## config.mk

```make
export PLATFORM = sky130hd
export DESIGN_NAME = ws2812_rx
export DESIGN_NICKNAME = d
export VERILOG_FILES = /design/src/rtl/ws2812_pkg.sv /design/src/rtl/ws2812_pulse_meas.sv /design/src/rtl/ws2812_rx.sv
export SDC_FILE = /design/constraint.sdc
export NUM_CORES = 1
export LEC_CHECK = 0
export ABC_AREA = 1
export CORE_ASPECT_RATIO = 1.25
export CORE_MARGIN = 2
export CORE_UTILIZATION = 45
export DETAILED_ROUTE_END_ITERATION = 16
export PLACE_DENSITY = 0.68
export SETUP_SLACK_MARGIN = 0.05
export SYNTH_ARGS = -nofsm -noshare
export SYNTH_HDL_FRONTEND = slang
export SYNTH_HIERARCHICAL = 1
export SYNTH_SLANG_ARGS = --single-unit
```

## constraint.sdc

```tcl
create_clock -name clk -period 1.4 [get_ports clk]
set_clock_uncertainty 0.2 [all_clocks]
set_input_delay 0.35 -clock clk [delete_from_list [all_inputs] [get_ports clk]]
set_output_delay 0.35 -clock clk [all_outputs]
set_load 0.02 [all_outputs]
```

## src/rtl/ws2812_pkg.sv

```systemverilog
// ----------------------------------------------------------------------------
// ws2812_pkg
// Shared types and default timing constants for the WS2812 single-wire NRZ
// receiver (ws2812_rx) and its pulse-measurement front end.
//
// Contents:
//   rx_state_t   - line-tracking FSM state (IDLE, HIGH, LOW, ERR)
//   grb_t        - one pixel as received, green first, MSB first
//   WS_*         - default cycle counts at a 12 MHz system clock
//
// Optional feature macro used by the files importing this package:
//   WS2812_RX_PASSTHRU_EN
// ----------------------------------------------------------------------------
package ws2812_pkg;

    typedef enum logic [1:0] {
        IDLE = 2'd0,
        HIGH = 2'd1,
        LOW  = 2'd2,
        ERR  = 2'd3
    } rx_state_t;

    typedef struct packed {
        logic [7:0] g;
        logic [7:0] r;
        logic [7:0] b;
    } grb_t;

    // Defaults for a 12 MHz clock, matching the transmitter's bit timing.
    localparam int WS_CLK_HZ         = 12_000_000;
    localparam int WS_MIN_HIGH       = 2;
    localparam int WS_BIT_THRESH     = 6;
    localparam int WS_MAX_HIGH       = 14;
    localparam int WS_RESET_CYCLES   = 600;   // 50 us low ends a frame
    localparam int WS_MAX_PIXELS     = 64;    // 8x8 grid
    localparam int WS_BITS_PER_PIXEL = 24;

endpackage : ws2812_pkg

```

## src/rtl/ws2812_pulse_meas.sv

```systemverilog
// ----------------------------------------------------------------------------
// ws2812_pulse_meas
// Front end of the WS2812 receiver: synchronizes the serial line, detects
// edges and measures high/low widths. Each high pulse is classified and
// reported to the pixel assembler as a single-cycle event.
//
// Ports:
//   clk_i        in   system clock
//   rst_ni       in   synchronous active-low reset
//   din_i        in   asynchronous WS2812 line
//   din_d_o      out  synchronized line delayed one clk (only with
//                     WS2812_RX_PASSTHRU_EN defined)
//   bit_valid_o  out  pulse: a data bit was decoded, value on bit_val_o
//   bit_val_o    out  decoded bit value (held between pulses)
//   glitch_o     out  pulse: runt high pulse discarded
//   too_long_o   out  pulse: high pulse exceeded MAX_HIGH cycles
//   gap_o        out  pulse: low time reached RESET_CYCLES
//
// Timing: a din edge launched just after clock edge N is acted on at edge
// N+3 (two synchronizer flops plus the previous-sample compare). The counter
// values therefore equal the true pulse width in cycles.
// ----------------------------------------------------------------------------
module ws2812_pulse_meas
    import ws2812_pkg::*;
#(
    parameter int MIN_HIGH     = WS_MIN_HIGH,
    parameter int BIT_THRESH   = WS_BIT_THRESH,
    parameter int MAX_HIGH     = WS_MAX_HIGH,
    parameter int RESET_CYCLES = WS_RESET_CYCLES
) (
    input  logic clk_i,
    input  logic rst_ni,
    input  logic din_i,
`ifdef WS2812_RX_PASSTHRU_EN
    output logic din_d_o,
`endif
    output logic bit_valid_o,
    output logic bit_val_o,
    output logic glitch_o,
    output logic too_long_o,
    output logic gap_o
);

    // hi_cnt must hold MAX_HIGH+1, lo_cnt must hold RESET_CYCLES.
    localparam int HI_W = $clog2(MAX_HIGH + 2);
    localparam int LO_W = $clog2(RESET_CYCLES + 1);

    localparam logic [HI_W-1:0] MIN_C  = HI_W'(MIN_HIGH);
    localparam logic [HI_W-1:0] THR_C  = HI_W'(BIT_THRESH);
    localparam logic [HI_W-1:0] MAXH_C = HI_W'(MAX_HIGH);
    localparam logic [LO_W-1:0] GAP_C  = LO_W'(RESET_CYCLES);

    logic            sync1_q;
    logic            sync2_q;   // din_s
    logic            prev_q;    // din_s one cycle ago
    logic            rise;
    logic            fall;

    rx_state_t       state_q;
    logic [HI_W-1:0] hi_cnt_q;
    logic [LO_W-1:0] lo_cnt_q;

    logic            bit_valid_q;
    logic            bit_val_q;
    logic            glitch_q;
    logic            too_long_q;
    logic            gap_q;

    assign rise = sync2_q & ~prev_q;
    assign fall = ~sync2_q & prev_q;

    always_ff @(posedge clk_i) begin
        if (!rst_ni) begin
            sync1_q     <= 1'b0;
            sync2_q     <= 1'b0;
            prev_q      <= 1'b0;
            state_q     <= IDLE;
            hi_cnt_q    <= '0;
            lo_cnt_q    <= '0;
            bit_valid_q <= 1'b0;
            bit_val_q   <= 1'b0;
            glitch_q    <= 1'b0;
            too_long_q  <= 1'b0;
            gap_q       <= 1'b0;
        end else begin
            sync1_q     <= din_i;
            sync2_q     <= sync1_q;
            prev_q      <= sync2_q;
            bit_valid_q <= 1'b0;
            glitch_q    <= 1'b0;
            too_long_q  <= 1'b0;
            gap_q       <= 1'b0;

            case (state_q)
                IDLE: begin
                    if (rise) begin
                        hi_cnt_q <= HI_W'(1);
                        state_q  <= HIGH;
                    end
                end

                HIGH: begin
                    if (fall) begin
                        // hi_cnt here equals the number of high cycles seen.
                        if (hi_cnt_q < MIN_C) begin
                            glitch_q <= 1'b1;
                        end else begin
                            bit_valid_q <= 1'b1;
                            bit_val_q   <= (hi_cnt_q >= THR_C);
                        end
                        lo_cnt_q <= LO_W'(1);
                        state_q  <= LOW;
                    end else if (hi_cnt_q >= MAXH_C) begin
                        // Still high past MAX_HIGH: saturate and report once.
                        hi_cnt_q   <= MAXH_C + HI_W'(1);
                        too_long_q <= 1'b1;
                        state_q    <= ERR;
                    end else begin
                        hi_cnt_q <= hi_cnt_q + HI_W'(1);
                    end
                end

                LOW: begin
                    if (rise) begin
                        hi_cnt_q <= HI_W'(1);
                        state_q  <= HIGH;
                    end else if (lo_cnt_q >= GAP_C - LO_W'(1)) begin
                        lo_cnt_q <= GAP_C;
                        gap_q    <= 1'b1;
                        state_q  <= IDLE;
                    end else begin
                        lo_cnt_q <= lo_cnt_q + LO_W'(1);
                    end
                end

                ERR: begin
                    // Only a falling edge leaves ERR; the following reset gap
                    // then resynchronizes the frame.
                    if (fall) begin
                        lo_cnt_q <= LO_W'(1);
                        state_q  <= LOW;
                    end
                end

                default: state_q <= IDLE;
            endcase
        end
    end

`ifdef WS2812_RX_PASSTHRU_EN
    assign din_d_o = prev_q;
`endif
    assign bit_valid_o = bit_valid_q;
    assign bit_val_o   = bit_val_q;
    assign glitch_o    = glitch_q;
    assign too_long_o  = too_long_q;
    assign gap_o       = gap_q;

endmodule : ws2812_pulse_meas

```

## src/rtl/ws2812_rx.sv

```systemverilog
// ----------------------------------------------------------------------------
// ws2812_rx
// WS2812 NRZ receiver. Decodes the serial LED stream into 24-bit GRB pixels,
// numbers them within the frame, and flags frame end and protocol errors.
//
// Ports:
//   clk          in   system clock
//   rst_n        in   synchronous active-low reset
//   din          in   asynchronous WS2812 serial line
//   pixel_valid  out  one-cycle pulse: pixel_grb / pixel_idx updated
//   pixel_grb    out  G[23:16] R[15:8] B[7:0], MSB received first (held)
//   pixel_idx    out  index of the pixel within the frame (held)
//   frame_done   out  one-cycle pulse on a reset gap that followed >= 1 bit
//   err_glitch   out  one-cycle pulse on a runt high pulse
//   err_long     out  one-cycle pulse when a high pulse exceeds MAX_HIGH
//   dout         out  daisy-chain output, only with WS2812_RX_PASSTHRU_EN:
//                     low until pixel 0 of the frame is consumed, then the
//                     delayed line until frame end or reset
//
// Configuration macro: WS2812_RX_PASSTHRU_EN (undefined = no dout port).
// ----------------------------------------------------------------------------
module ws2812_rx
    import ws2812_pkg::*;
#(
    parameter int CLK_HZ       = WS_CLK_HZ,
    parameter int MIN_HIGH     = WS_MIN_HIGH,
    parameter int BIT_THRESH   = WS_BIT_THRESH,
    parameter int MAX_HIGH     = WS_MAX_HIGH,
    parameter int RESET_CYCLES = WS_RESET_CYCLES,
    parameter int MAX_PIXELS   = WS_MAX_PIXELS
) (
    input  logic                          clk,
    input  logic                          rst_n,
    input  logic                          din,
    output logic                          pixel_valid,
    output logic [23:0]                   pixel_grb,
    output logic [$clog2(MAX_PIXELS)-1:0] pixel_idx,
    output logic                          frame_done,
    output logic                          err_glitch,
`ifdef WS2812_RX_PASSTHRU_EN
    output logic                          err_long,
    output logic                          dout
`else
    output logic                          err_long
`endif
);

    localparam int IDX_W = $clog2(MAX_PIXELS);
    localparam int BC_W  = $clog2(WS_BITS_PER_PIXEL);

    localparam logic [BC_W-1:0]  LAST_BIT = BC_W'(WS_BITS_PER_PIXEL - 1);
    localparam logic [IDX_W-1:0] LAST_IDX = IDX_W'(MAX_PIXELS - 1);

    // Parameter sanity: the classification windows must be ordered.
    if (CLK_HZ < 1) begin : g_bad_clk_hz
        $error("ws2812_rx: CLK_HZ must be positive");
    end
    if (!(MIN_HIGH >= 1 && MIN_HIGH <= BIT_THRESH && BIT_THRESH <= MAX_HIGH)) begin : g_bad_timing
        $error("ws2812_rx: need 1 <= MIN_HIGH <= BIT_THRESH <= MAX_HIGH");
    end

    logic bit_valid;
    logic bit_val;
    logic glitch;
    logic too_long;
    logic gap;
`ifdef WS2812_RX_PASSTHRU_EN
    logic din_d;
`endif

    ws2812_pulse_meas #(
        .MIN_HIGH     (MIN_HIGH),
        .BIT_THRESH   (BIT_THRESH),
        .MAX_HIGH     (MAX_HIGH),
        .RESET_CYCLES (RESET_CYCLES)
    ) u_meas (
        .clk_i       (clk),
        .rst_ni      (rst_n),
        .din_i       (din),
`ifdef WS2812_RX_PASSTHRU_EN
        .din_d_o     (din_d),
`endif
        .bit_valid_o (bit_valid),
        .bit_val_o   (bit_val),
        .glitch_o    (glitch),
        .too_long_o  (too_long),
        .gap_o       (gap)
    );

    // ------------------------------------------------------------------
    // Pixel assembler
    // ------------------------------------------------------------------
    grb_t             shift_q,       shift_d;
    logic [BC_W-1:0]  bit_cnt_q,     bit_cnt_d;
    logic [IDX_W-1:0] idx_q,         idx_d;        // index of next pixel
    logic             frame_any_q,   frame_any_d;  // any bit since last gap
    logic             pixel_valid_q, pixel_valid_d;
    grb_t             pixel_grb_q,   pixel_grb_d;
    logic [IDX_W-1:0] pixel_idx_q,   pixel_idx_d;  // index of reported pixel
    logic             frame_done_q,  frame_done_d;

    always_comb begin
        shift_d       = shift_q;
        bit_cnt_d     = bit_cnt_q;
        idx_d         = idx_q;
        frame_any_d   = frame_any_q;
        pixel_valid_d = 1'b0;
        pixel_grb_d   = pixel_grb_q;
        pixel_idx_d   = pixel_idx_q;
        frame_done_d  = 1'b0;

        if (bit_valid) begin
            shift_d     = {shift_q[22:0], bit_val};
            frame_any_d = 1'b1;
            if (bit_cnt_q == LAST_BIT) begin
                pixel_valid_d = 1'b1;
                pixel_grb_d   = shift_d;
                pixel_idx_d   = idx_q;
                bit_cnt_d     = '0;
                idx_d         = (idx_q == LAST_IDX) ? '0 : idx_q + IDX_W'(1);
            end else begin
                bit_cnt_d = bit_cnt_q + BC_W'(1);
            end
        end

        // A stuck-high pulse corrupts the current pixel; drop its bits.
        if (too_long) begin
            bit_cnt_d = '0;
        end

        // Reset gap: partial pixels are dropped, numbering restarts.
        if (gap) begin
            frame_done_d = frame_any_q;
            frame_any_d  = 1'b0;
            bit_cnt_d    = '0;
            idx_d        = '0;
        end
    end

    always_ff @(posedge clk) begin
        if (!rst_n) begin
            shift_q       <= '0;
            bit_cnt_q     <= '0;
            idx_q         <= '0;
            frame_any_q   <= 1'b0;
            pixel_valid_q <= 1'b0;
            pixel_grb_q   <= '0;
            pixel_idx_q   <= '0;
            frame_done_q  <= 1'b0;
        end else begin
            shift_q       <= shift_d;
            bit_cnt_q     <= bit_cnt_d;
            idx_q         <= idx_d;
            frame_any_q   <= frame_any_d;
            pixel_valid_q <= pixel_valid_d;
            pixel_grb_q   <= pixel_grb_d;
            pixel_idx_q   <= pixel_idx_d;
            frame_done_q  <= frame_done_d;
        end
    end

    assign pixel_valid = pixel_valid_q;
    assign pixel_grb   = pixel_grb_q;
    assign pixel_idx   = pixel_idx_q;
    assign frame_done  = frame_done_q;
    // Error pulses are already registered in the front end.
    assign err_glitch  = glitch;
    assign err_long    = too_long;

`ifdef WS2812_RX_PASSTHRU_EN
    // ------------------------------------------------------------------
    // Daisy-chain forwarding: pixel 0 is ours, everything after it is
    // repeated downstream until the frame ends.
    // ------------------------------------------------------------------
    logic fwd_q;
    logic dout_q;

    always_ff @(posedge clk) begin
        if (!rst_n) begin
            fwd_q  <= 1'b0;
            dout_q <= 1'b0;
        end else begin
            if (gap) begin
                fwd_q <= 1'b0;
            end else if (pixel_valid_d && (idx_q == '0)) begin
                fwd_q <= 1'b1;
            end
            dout_q <= fwd_q & din_d;
        end
    end

    assign dout = dout_q;
`endif

endmodule : ws2812_rx

```

**Yosys cells after proc, flatten, opt, wreduce, memory -nomap -nowiden**

Cells that the tools add are included.

- Register bits: 91
- Bits in latches: 0
- Memory bits (writable): 0
- Bits in read-only memories: 0
- Memories: 0

- Add/subtract/negate cells: 4
- $mul: 0
- Div/mod/pow operators: 0
- Order comparisons: 4
- Equality and inequality tests: 13
- Shifts and indexed selects: 0
- Muxes and demuxes: 22
- Bitwise gates (word level): 8
- Reductions and logical operators: 17

Operators with widths:

| operator | count |
|---|---|
| $mux 10 | 3 |
| $pmux 10 s2 | 1 |
| $mux 2 | 6 |
| $mux 4 | 3 |
| $reduce_and 3->1 | 4 |
| $add 10x1->10 const B | 1 |
| $ge 10x10->1 const B | 1 |
| $reduce_or 3->1 | 3 |
| $ne 2x1->1 const B | 4 |
| $pmux 2 s4 | 1 |
| $pmux 4 s2 | 1 |
| $add 6x1->6 const B | 1 |
| $eq 6x6->1 const B | 1 |
| $mux 6 | 1 |
| $ne 3x1->1 const B | 2 |
| $not 1->1 | 6 |
| $reduce_and 2->1 | 3 |
| $reduce_or 2->1 | 3 |
| $add 5x1->5 const B | 1 |
| $eq 5x5->1 const B | 1 |
| $mux 1 | 5 |
| $mux 5 | 1 |
| $add 4x1->4 const B | 1 |
| $eq 2x2->1 const B | 2 |
| other kinds (9) | 12 |

**Logic depth before layout (Yosys ltp)**

Gate-level depths: netlist of the first run.

- Depth in word-level cells: 4
- Depth in mapped cells: 11

**By module**

The synthesis of the first run kept the hierarchy.

Modules (own cells, without submodules):

| module | times used | cells an instance | area each (um^2) | seq. area each (um^2) |
|---|---|---|---|---|
| ws2812_rx | 1 | 317 | 2493.6 | 1341.3 |
| ws2812_pulse_meas | 1 | 158 | 1124.8 | 480.5 |

**Least setup slack after synthesis of the first run**

No wires, ideal clock.

- Path kind: reg-to-reg
- From: register u_meas.lo_cnt_q[0]
- To: register u_meas.lo_cnt_q[8]
- Library setup time: 0.117 ns
- Arrival: 1.123 ns
- Data required time: 1.083 ns
- Path slack: -0.040 ns
- Cell stages (with the launch flop): 8
- Cells stage by stage: dfxtp_1 > ha_1 > nand2_1 > inv_1 > nand4_1 > nor3_2 > xor2_1 > nor2_1

- Longest elaborated chain between the ends: 4

Ends and longest elaborated chain:

| item | line | source |
|---|---|---|
| start: declaration | ws2812_pulse_meas.sv:61 | `logic [LO_W-1:0] lo_cnt_q;` |
| start signal: assignment | ws2812_pulse_meas.sv:132 | `lo_cnt_q <= lo_cnt_q + LO_W'(1);` |
| $add 10x1->10 / $ge 10x10->1 (equally long branches) | ws2812_pulse_meas.sv:132, ws2812_pulse_meas.sv:127 |  |
| $mux 10 (*) | ws2812_pulse_meas.sv:127 | `end else if (lo_cnt_q >= GAP_C - LO_W'(1)) begin` |
| $mux 10 (*) | ws2812_pulse_meas.sv:124 | `if (rise) begin` |
| $pmux 10 s2 (*) | ws2812_pulse_meas.sv:94 | `case (state_q)` |

Mark *: on every way between the ends. The rest lies on a longest branch, timed or not. The select of a mux whose other input is x is not followed.
A chain may end at the register's enable or synchronous reset.

**Worst setup path after layout of the first run**

- From: register bit_cnt_q[1]
- To: register pixel_grb_q (netlist bit pixel_grb[20])

- Longest elaborated chain between the ends: 2

Ends and longest elaborated chain:

| item | line | source |
|---|---|---|
| start: declaration | ws2812_rx.sv:94 | `logic [BC_W-1:0] bit_cnt_q, bit_cnt_d;` |
| start signal: assignment | ws2812_rx.sv:152 | `bit_cnt_q <= bit_cnt_d;` |
| $eq 5x5->1 | ws2812_rx.sv:115 | `if (bit_cnt_q == LAST_BIT) begin` |
| $reduce_and 2->1 (no source line) | -- |  |
| end signal: assignment | ws2812_rx.sv:156 | `pixel_grb_q <= pixel_grb_d;` |
| end: declaration | ws2812_rx.sv:98 | `grb_t pixel_grb_q, pixel_grb_d;` |

Every way passes these cells.

==> results.py, run 1 <==
metrics = {
    "run_status": {
        "outcome": "complete, but fails checks",
        "violations_in_the_final_reports": "setup timing",
    },
    "floorplan": {
        "die_x_um": 84.21,
        "ports": 37,
        "starting_density_of_the_core_pct": 46.44,
        "die_span_in_y_um": 104.3,
        "core-area_um2": 7792,
        "floorplan.die_area_um2": 8779,
        "num_rows": 36,
    },
    "place": {
        "port_buffers": 36,
        "detailed_placement_hpwl_um": 5249,
        "place_congestion": 0.8240,
        "pre_cts_slack_ps": -313.7,
        "dpl.cell_count": 638,
    },
    "routing": {
        "drt-initial-drc-count": 142,
        "routed_wl_um": 8514,
        "vias": 3377,
        "route.detailed.vias_per_inst": 4.996,
        "ant_nets": 0,
        "detail_route.drc_violations": 0,
        "drtPass1Iterations": 4,
        "wl_per_cell_um": 12.59,
    },
    "synthesis": {
        "synth-xor-area-share_pct": 1.452,
        "synth_compound_gate_area_share_pct": 13.35,
        "synth_edf_count": 0,
        "post_synth_inst_count": 475,
        "synth.top_cell.area_share_pct": 50.35,
        "seq_area_frac_synth_pct": 50.35,
        "synth.most_common_cell": "sky130_fd_sc_hd__nand2_1",
        "synthesis.area_per_instance_um2": 7.618,
        "postSynth.asyncResetShare_pct": 0,
        "postSynthNetCount": 482,
        "synth_area_leaders": "sky130_fd_sc_hd__dfxtp_1 (50%), sky130_fd_sc_hd__nand2_1 (15%), sky130_fd_sc_hd__a21oi_1 (9.4%), sky130_fd_sc_hd__nor2_1 (4.0%), sky130_fd_sc_hd__inv_1 (3.8%)",
        "yosysUniqueCellTypes": 32,
        "post_synth_fa_ha_maj_area_fraction_pct": 1.383,
        "synth_seq_cells": 91,
        "synth_simple_gate_area_share_pct": 25.86,
        "combinational_family_with_the_most_area_after_synthesis": "simple AND/OR/NAND/NOR gates",
        "ys.warnings.count": 6,
        "synth_ff_type": "sky130_fd_sc_hd__dfxtp_1",
        "yosys-mux-area-fraction_pct": 0,
        "syn-cell-area_um2": 3618,
        "top_post_synthesis_cells_by_count": "sky130_fd_sc_hd__nand2_1 (143), sky130_fd_sc_hd__dfxtp_1 (91), sky130_fd_sc_hd__a21oi_1 (68)",
        "synth.largest_area_cell": "sky130_fd_sc_hd__dfxtp_1",
    },
    "pwr": {
        "power_leakage_nw": 2.170,
        "switching_power_mw": 1.208,
        "switching_share_pct": 25.07,
        "comb_power_share_pct": 6.0,
        "power.density_nw_per_um2": 907.3,
        "seq_power_share_pct": 54.6,
        "irDropWorstVdd_v": 0.0007042,
        "cell_internal_pwr_mw": 3.609,
        "finalPower_mw": 4.817,
        "clockPowerShare_pct": 39.4,
    },
    "critical_path": {
        "critical_path.endpoint_type": "flip-flop",
        "buffers_and_inverters_on_the_worst_path": 1,
        "worstPathRequired_ps": 1460,
        "start_kind": "flip-flop",
        "worstPathCellList": "ha_4 > nand2_4 > nor2_4 > nand2_4 > clkbuf_16 > nand2_4 > a21oi_2",
        "critPathTopFamily": "simple AND/OR/NAND/NOR gates",
        "criticalPathCategory": "flip-flop to flip-flop",
        "max_stage_delay_ps": 360,
        "critPathMaxFanout": 6,
        "crit_path_frequent_cell": "sky130_fd_sc_hd__nand2_4",
        "worst_path_max_delay_cell": "sky130_fd_sc_hd__dfxtp_2",
        "worstPathArrival_ps": 1560,
        "regToRegSetupSlack_ps": -100,
    },
    "timing": {
        "layout_setup_ws_ps": -102.1,
        "fmax_mhz": 665.7,
        "worst-slew-pin-transition_ps": 301.4,
        "layout_min_cycle_time_ps": 1502,
        "slew_headroom_pct": 79.88,
        "setup_viol_count_final": 49,
        "final_max_slew_viol_count": 0,
        "fin_setup_tns_ps": -2972,
        "fin_crit_sh_pct": 107.3,
        "hold_viol": 0,
        "rsz0062_at_grt": "yes",
    },
    "clocking": {
        "cts_tree": "done",
        "htreeDepth": 3,
        "clock_tree.root_cell": "sky130_fd_sc_hd__clkbuf_8",
        "cts_made_buffers": 9,
        "clk-insertion-delay-late_ps": 370,
        "cts.sink_count": 91,
        "cts.clk_slew.worst_paths_ps": 100,
        "clock_tree.buffer_depth": 2,
    },
    "cells_and_area": {
        "final_cells": 676,
        "syn_to_final_growth_pct": 46.72,
        "design.final.nets": 583,
        "final.fill_count": 646,
        "antennaDiodeCount": 0,
        "layout-drive-gt1-share_pct": 44.06,
        "finalCoreUtilization_pct": 68.13,
    },
    "global_route": {
        "antenna_found_initial": 0,
        "grt_overflow": 0,
        "grt_max_degree": 24,
        "vias_in_the_first_global_route": 3175,
        "grt_first_pass_wirelength_um": 13350,
        "grt_usage_pct": 18.42,
    },
    "run": {
        "cap_viol_max_count": 0,
    },
    "min_path": {
        "kind_of_path_behind_the_tightest_hold_check": "flip-flop to flip-flop",
    },
}
-- layout make-up --
class	count	area, um2	share of cell area (%)
Inverter	40	152.6	2.875
Sequential cell	91	1882	35.45
Clock buffer	9	123.9	2.333
Multi-Input combinational cell	324	1862	35.07
Clock inverter	7	92.59	1.744
Timing Repair Buffer	110	1077	20.29
Tap cell	95	118.9	2.239
-- placed cells by master (no fill, tap or decap), drive strengths merged --
| cell type | n |
|---|---|
| ha | 4 |
| buf | 106 |
| nand4 | 3 |
| o32ai | 1 |
| bufinv | 1 |
| a21oi | 69 |
| or2 | 2 |
| nand2 | 147 |
| dlymetal6s2s | 1 |
| a211oi | 3 |
| nor2 | 44 |
| xor2 | 6 |
| o21bai | 1 |
| inv | 44 |
| clkinv | 2 |
| dfxtp | 91 |
| clkbuf | 11 |
| nand3 | 18 |
| nor3 | 8 |
| clkdlybuf4s50 | 1 |
| o21ai | 17 |
| o22ai | 1 |
-- path summary, 6_finish.rpt --
check / startpoint / depth (start not counted) / endpoint
setup reg to reg: bit_cnt_q[1] / 7 / pixel_grb[20]
hold reg to reg: u_meas/sync1_q / 2 / u_meas/sync2_q
setup / recovery: bit_cnt_q[1] / 7 / pixel_grb[20]
hold / removal: u_meas/sync1_q / 2 / u_meas/sync2_q
-- flip-flops by register name, summed over array words and instances, names as in the netlist, 2 cells and up --
name / cells
shift_q: 23
pixel_idx: 6
idx_q: 6
u_meas/hi_cnt_q: 4
pixel_grb: 24
u_meas/lo_cnt_q: 10
u_meas/state_q: 2
bit_cnt_q: 5
-- logic make-up after synthesis --
logic type / count (synthesis)
AOI/OAI and AO/OA: 92
DFF: 91
buffers and inverters: 60
and+or+nand+nor: 222
xor gates and xnor gates: 6
adders and majority gates: 4
-- stage by stage --
stage	hold WS, ps	cell area [um2]
after floorplan	190.5	3694
after global placement	207.0	4482
after detailed placement	209.6	4482
after CTS	230.1	4862
after global routing	243.4	5309
final	217.1	5309
-- power groups by stage --
| stage | Combinational, mW | Clock (mW) | Sequential [mW] |
|---|---|---|---|
| CTS | 0.258 | 1.94 | 2.63 |
| floorplan | 0.133 | 0 | 2.69 |
| global placement | 0.239 | 0 | 2.69 |
| detailed placement | 0.246 | 0 | 2.69 |
| finish | 0.290 | 1.90 | 2.63 |
| global route | 0.319 | 2.05 | 2.63 |
-- repair_timing --
action / CTS / global route
hold buffers: 0 / 0
endpoints found under the setup margin: 86 / 109
setup buffers: 2 / 15
gates cloned: 0 / 5
resized for setup: 259 / 75
pin swaps: 3 / 15
-- per-layer routing --
layer	wire, um	GRT usage [%]	vias up
li1	-	-	1720
met3	244	3.571	15
met5	0	0	-
met1	3518	20.78	1586
met4	140	7.488	0
met2	4611	33.45	56
-- worst register-to-register path: cells and delay by family, from the launching register on --
family	cells	cell delay (ps)
adder cells (fa/ha/maj)	1	170
flip-flops	1	360
buffers and inverters	1	220
AND/OR/NAND/NOR	4	400
AO/OA/AOI/OAI	1	40
No activity file was read; power rests on OpenSTA's default activity.
==> run 2, diff against run 1 <==
Settings changed: GPL_TIMING_DRIVEN set to 0.
==> results.py, run 2 (synthesized netlist as in run 1, its figures left out) <==
metrics = {
    "timing": {
        "rsz0062_at_grt": "yes",
        "fmax_mhz": 663.5,
        "final_max_slew_viol_count": 0,
        "layout_min_cycle_time_ps": 1507,
        "fin_crit_sh_pct": 107.6,
        "worst-slew-pin-transition_ps": 579.0,
        "layout_setup_ws_ps": -107.1,
        "slew_headroom_pct": 61.40,
        "hold_viol": 0,
        "fin_setup_tns_ps": -2958,
        "holdWs_ps": 49.43,
        "setup_viol_count_final": 48,
    },
    "critical_path": {
        "worst_path_max_delay_cell": "sky130_fd_sc_hd__dfxtp_2",
        "criticalPathCategory": "flip-flop to flip-flop",
        "max_stage_delay_ps": 370,
        "critPathMaxFanout": 10,
        "worstPathArrival_ps": 1600,
        "start_kind": "flip-flop",
        "critical_path_cell_count": 7,
        "buffers_and_inverters_on_the_worst_path": 2,
        "critPathTopFamily": "flip-flops",
        "critical_path.endpoint_type": "flip-flop",
        "worstPathRequired_ps": 1490,
        "worstPathCellList": "ha_4 > nand3_4 > nor2_4 > buf_12 > buf_8 > nand2_1 > a21oi_1",
        "worst_r2r_path_depth": 7,
    },
    "cells_and_area": {
        "stdcell_area_um2": 5096,
        "syn_to_final_growth_pct": 40.84,
        "design.final.nets": 571,
        "flip_flop_count_of_the_largest_register_after_layout": 24,
        "final.fill_count": 659,
        "final_cells": 663,
        "final_cell_mix": "sky130_fd_sc_hd__nand2_1 (122), sky130_fd_sc_hd__a21oi_1 (58), sky130_fd_sc_hd__dfxtp_2 (47), sky130_fd_sc_hd__buf_6 (41), sky130_fd_sc_hd__buf_4 (40)",
        "sequential_cell_area_um2": 1899,
        "layout_commonest_cell": "sky130_fd_sc_hd__nand2_1",
        "multi_input_gate_area_um2": 1821,
        "layout-drive-gt1-share_pct": 42.78,
        "antennaDiodeCount": 0,
    },
    "clocking": {
        "clock_tree.root_cell": "sky130_fd_sc_hd__clkbuf_8",
        "cts_tree": "done",
        "cts.sink_count": 91,
        "clock_tree.buffer_depth": 2,
        "htreeDepth": 3,
        "cts_made_buffers": 9,
        "clk-insertion-delay-late_ps": 360,
        "cts.clk_slew.worst_paths_ps": 90,
    },
    "floorplan": {
        "die_x_um": 84.21,
        "core-area_um2": 7792,
        "ports": 37,
        "starting_density_of_the_core_pct": 46.44,
        "num_rows": 36,
        "die_span_in_y_um": 104.3,
        "floorplan.die_area_um2": 8779,
    },
    "min_path": {
        "timing.hold.worst_path_depth": 3,
        "kind_of_path_behind_the_tightest_hold_check": "input port to flip-flop",
    },
    "routing": {
        "routed_wl_um": 8485,
        "ant_nets": 0,
        "drtPass1Iterations": 4,
        "drt-initial-drc-count": 139,
        "detail_route.drc_violations": 0,
        "wl_per_cell_um": 12.80,
        "route.detailed.vias_per_inst": 5.036,
        "vias": 3339,
    },
    "place": {
        "detailed_placement_hpwl_um": 5203,
        "placed_cell_area_um2": 4163,
        "place_congestion": 0.8366,
        "pre_cts_slack_ps": -179.0,
        "dpl.cell_count": 605,
        "port_buffers": 35,
    },
    "pwr": {
        "power_leakage_nw": 2.071,
        "clockPowerShare_pct": 35.5,
        "irDropWorstVdd_v": 0.0005927,
        "switching_share_pct": 24.82,
        "switching_power_mw": 1.100,
        "seq_power_share_pct": 59.5,
        "cell_internal_pwr_mw": 3.331,
        "comb_power_share_pct": 5.0,
        "power.density_nw_per_um2": 869.4,
    },
    "global_route": {
        "grt.busiest_layer": "met2",
        "grt_first_pass_wirelength_um": 13130,
        "grt_usage_pct": 18.26,
        "antenna_found_initial": 0,
        "grtUsageMet1_pct": 20.59,
        "vias_in_the_first_global_route": 3016,
        "globalRouteMet3Util_pct": 4.603,
        "grt_max_degree": 16,
        "grt_overflow": 0,
        "met2_usage_pct": 33.16,
    },
    "run_status": {
        "outcome": "complete, but fails checks",
        "violations_in_the_final_reports": "setup timing",
    },
    "run": {
        "cap_viol_max_count": 0,
    },
}
==> run 2: cell types whose count changed in the layout (fill, tap and decap cells not counted), sizes merged <==
| cell | change |
|---|---|
| bufinv | -1 |
| buf | -15 |
| dlymetal6s2s | -1 |
| inv | -3 |
| clkbuf | +5 |
| clkinvlp | +3 |
| clkinv | -1 |
==> run 2: final timing paths <==
kind	start	to	slack, ps
setup / recovery	bit_cnt_q[0]	pixel_grb[2]	-110
hold / removal	rst_n	u_meas/sync1_q	50
setup reg to reg	bit_cnt_q[0]	pixel_grb[2]	-110
hold reg to reg	u_meas/sync1_q	u_meas/sync2_q	230
==> run 2: final cells by class <==
cell class | instances | share of cell area, %
timing repair buffer | 78 | 15.15
sequential | 91 | 37.27
multi-input combinational | 324 | 35.72
inverter | 40 | 3.044
tap | 95 | 2.332
buffer | 20 | 3.192
clock inverter | 5 | 0.7857
clock buffer | 10 | 2.504
==> run 2: tightest hold or removal path: stages <==
cell,delay [ps]
sky130_fd_sc_hd__buf_4,140
sky130_fd_sc_hd__nand2_1,60
sky130_fd_sc_hd__inv_1,40
==> run 2: metal layers <==
metal,routed length [um],vias to the layer above
met1,3601,1565
met3,262,19
met5,0,-
li1,-,1701
met2,4419,54
met4,201,0
==> run 2: power groups by stage <==
stage	clock network (mW)	registers, mW	logic, mW
CTS	1.58	2.64	0.198
detailed placement	0	2.70	0.172
global route	1.71	2.64	0.248
floorplan	0	2.69	0.133
finish	1.57	2.64	0.223
global placement	0	2.70	0.170
==> run 2: timing repair <==
action                                  CTS  global route
gates resized for setup                 273            77
pin swaps                                 8            18
gates cloned                              2             3
hold buffers                              0             0
endpoints found under the setup margin  108           113
setup buffers                            14            24
==> run 2: per-stage QoR <==
step	power [mW]	utilization, %
after detailed placement	2.870	53.42
final	4.431	65.40
after global placement	2.867	53.42
after CTS	4.419	59.41
after floorplan	2.825	-
after global routing	4.598	65.40
==> run 3, diff against run 2 <==
Settings changed: CTS_CLUSTER_DIAMETER set to 80.
==> results of run 3 <==
The final DEF is identical to that of run 2; final timing and power are the same.
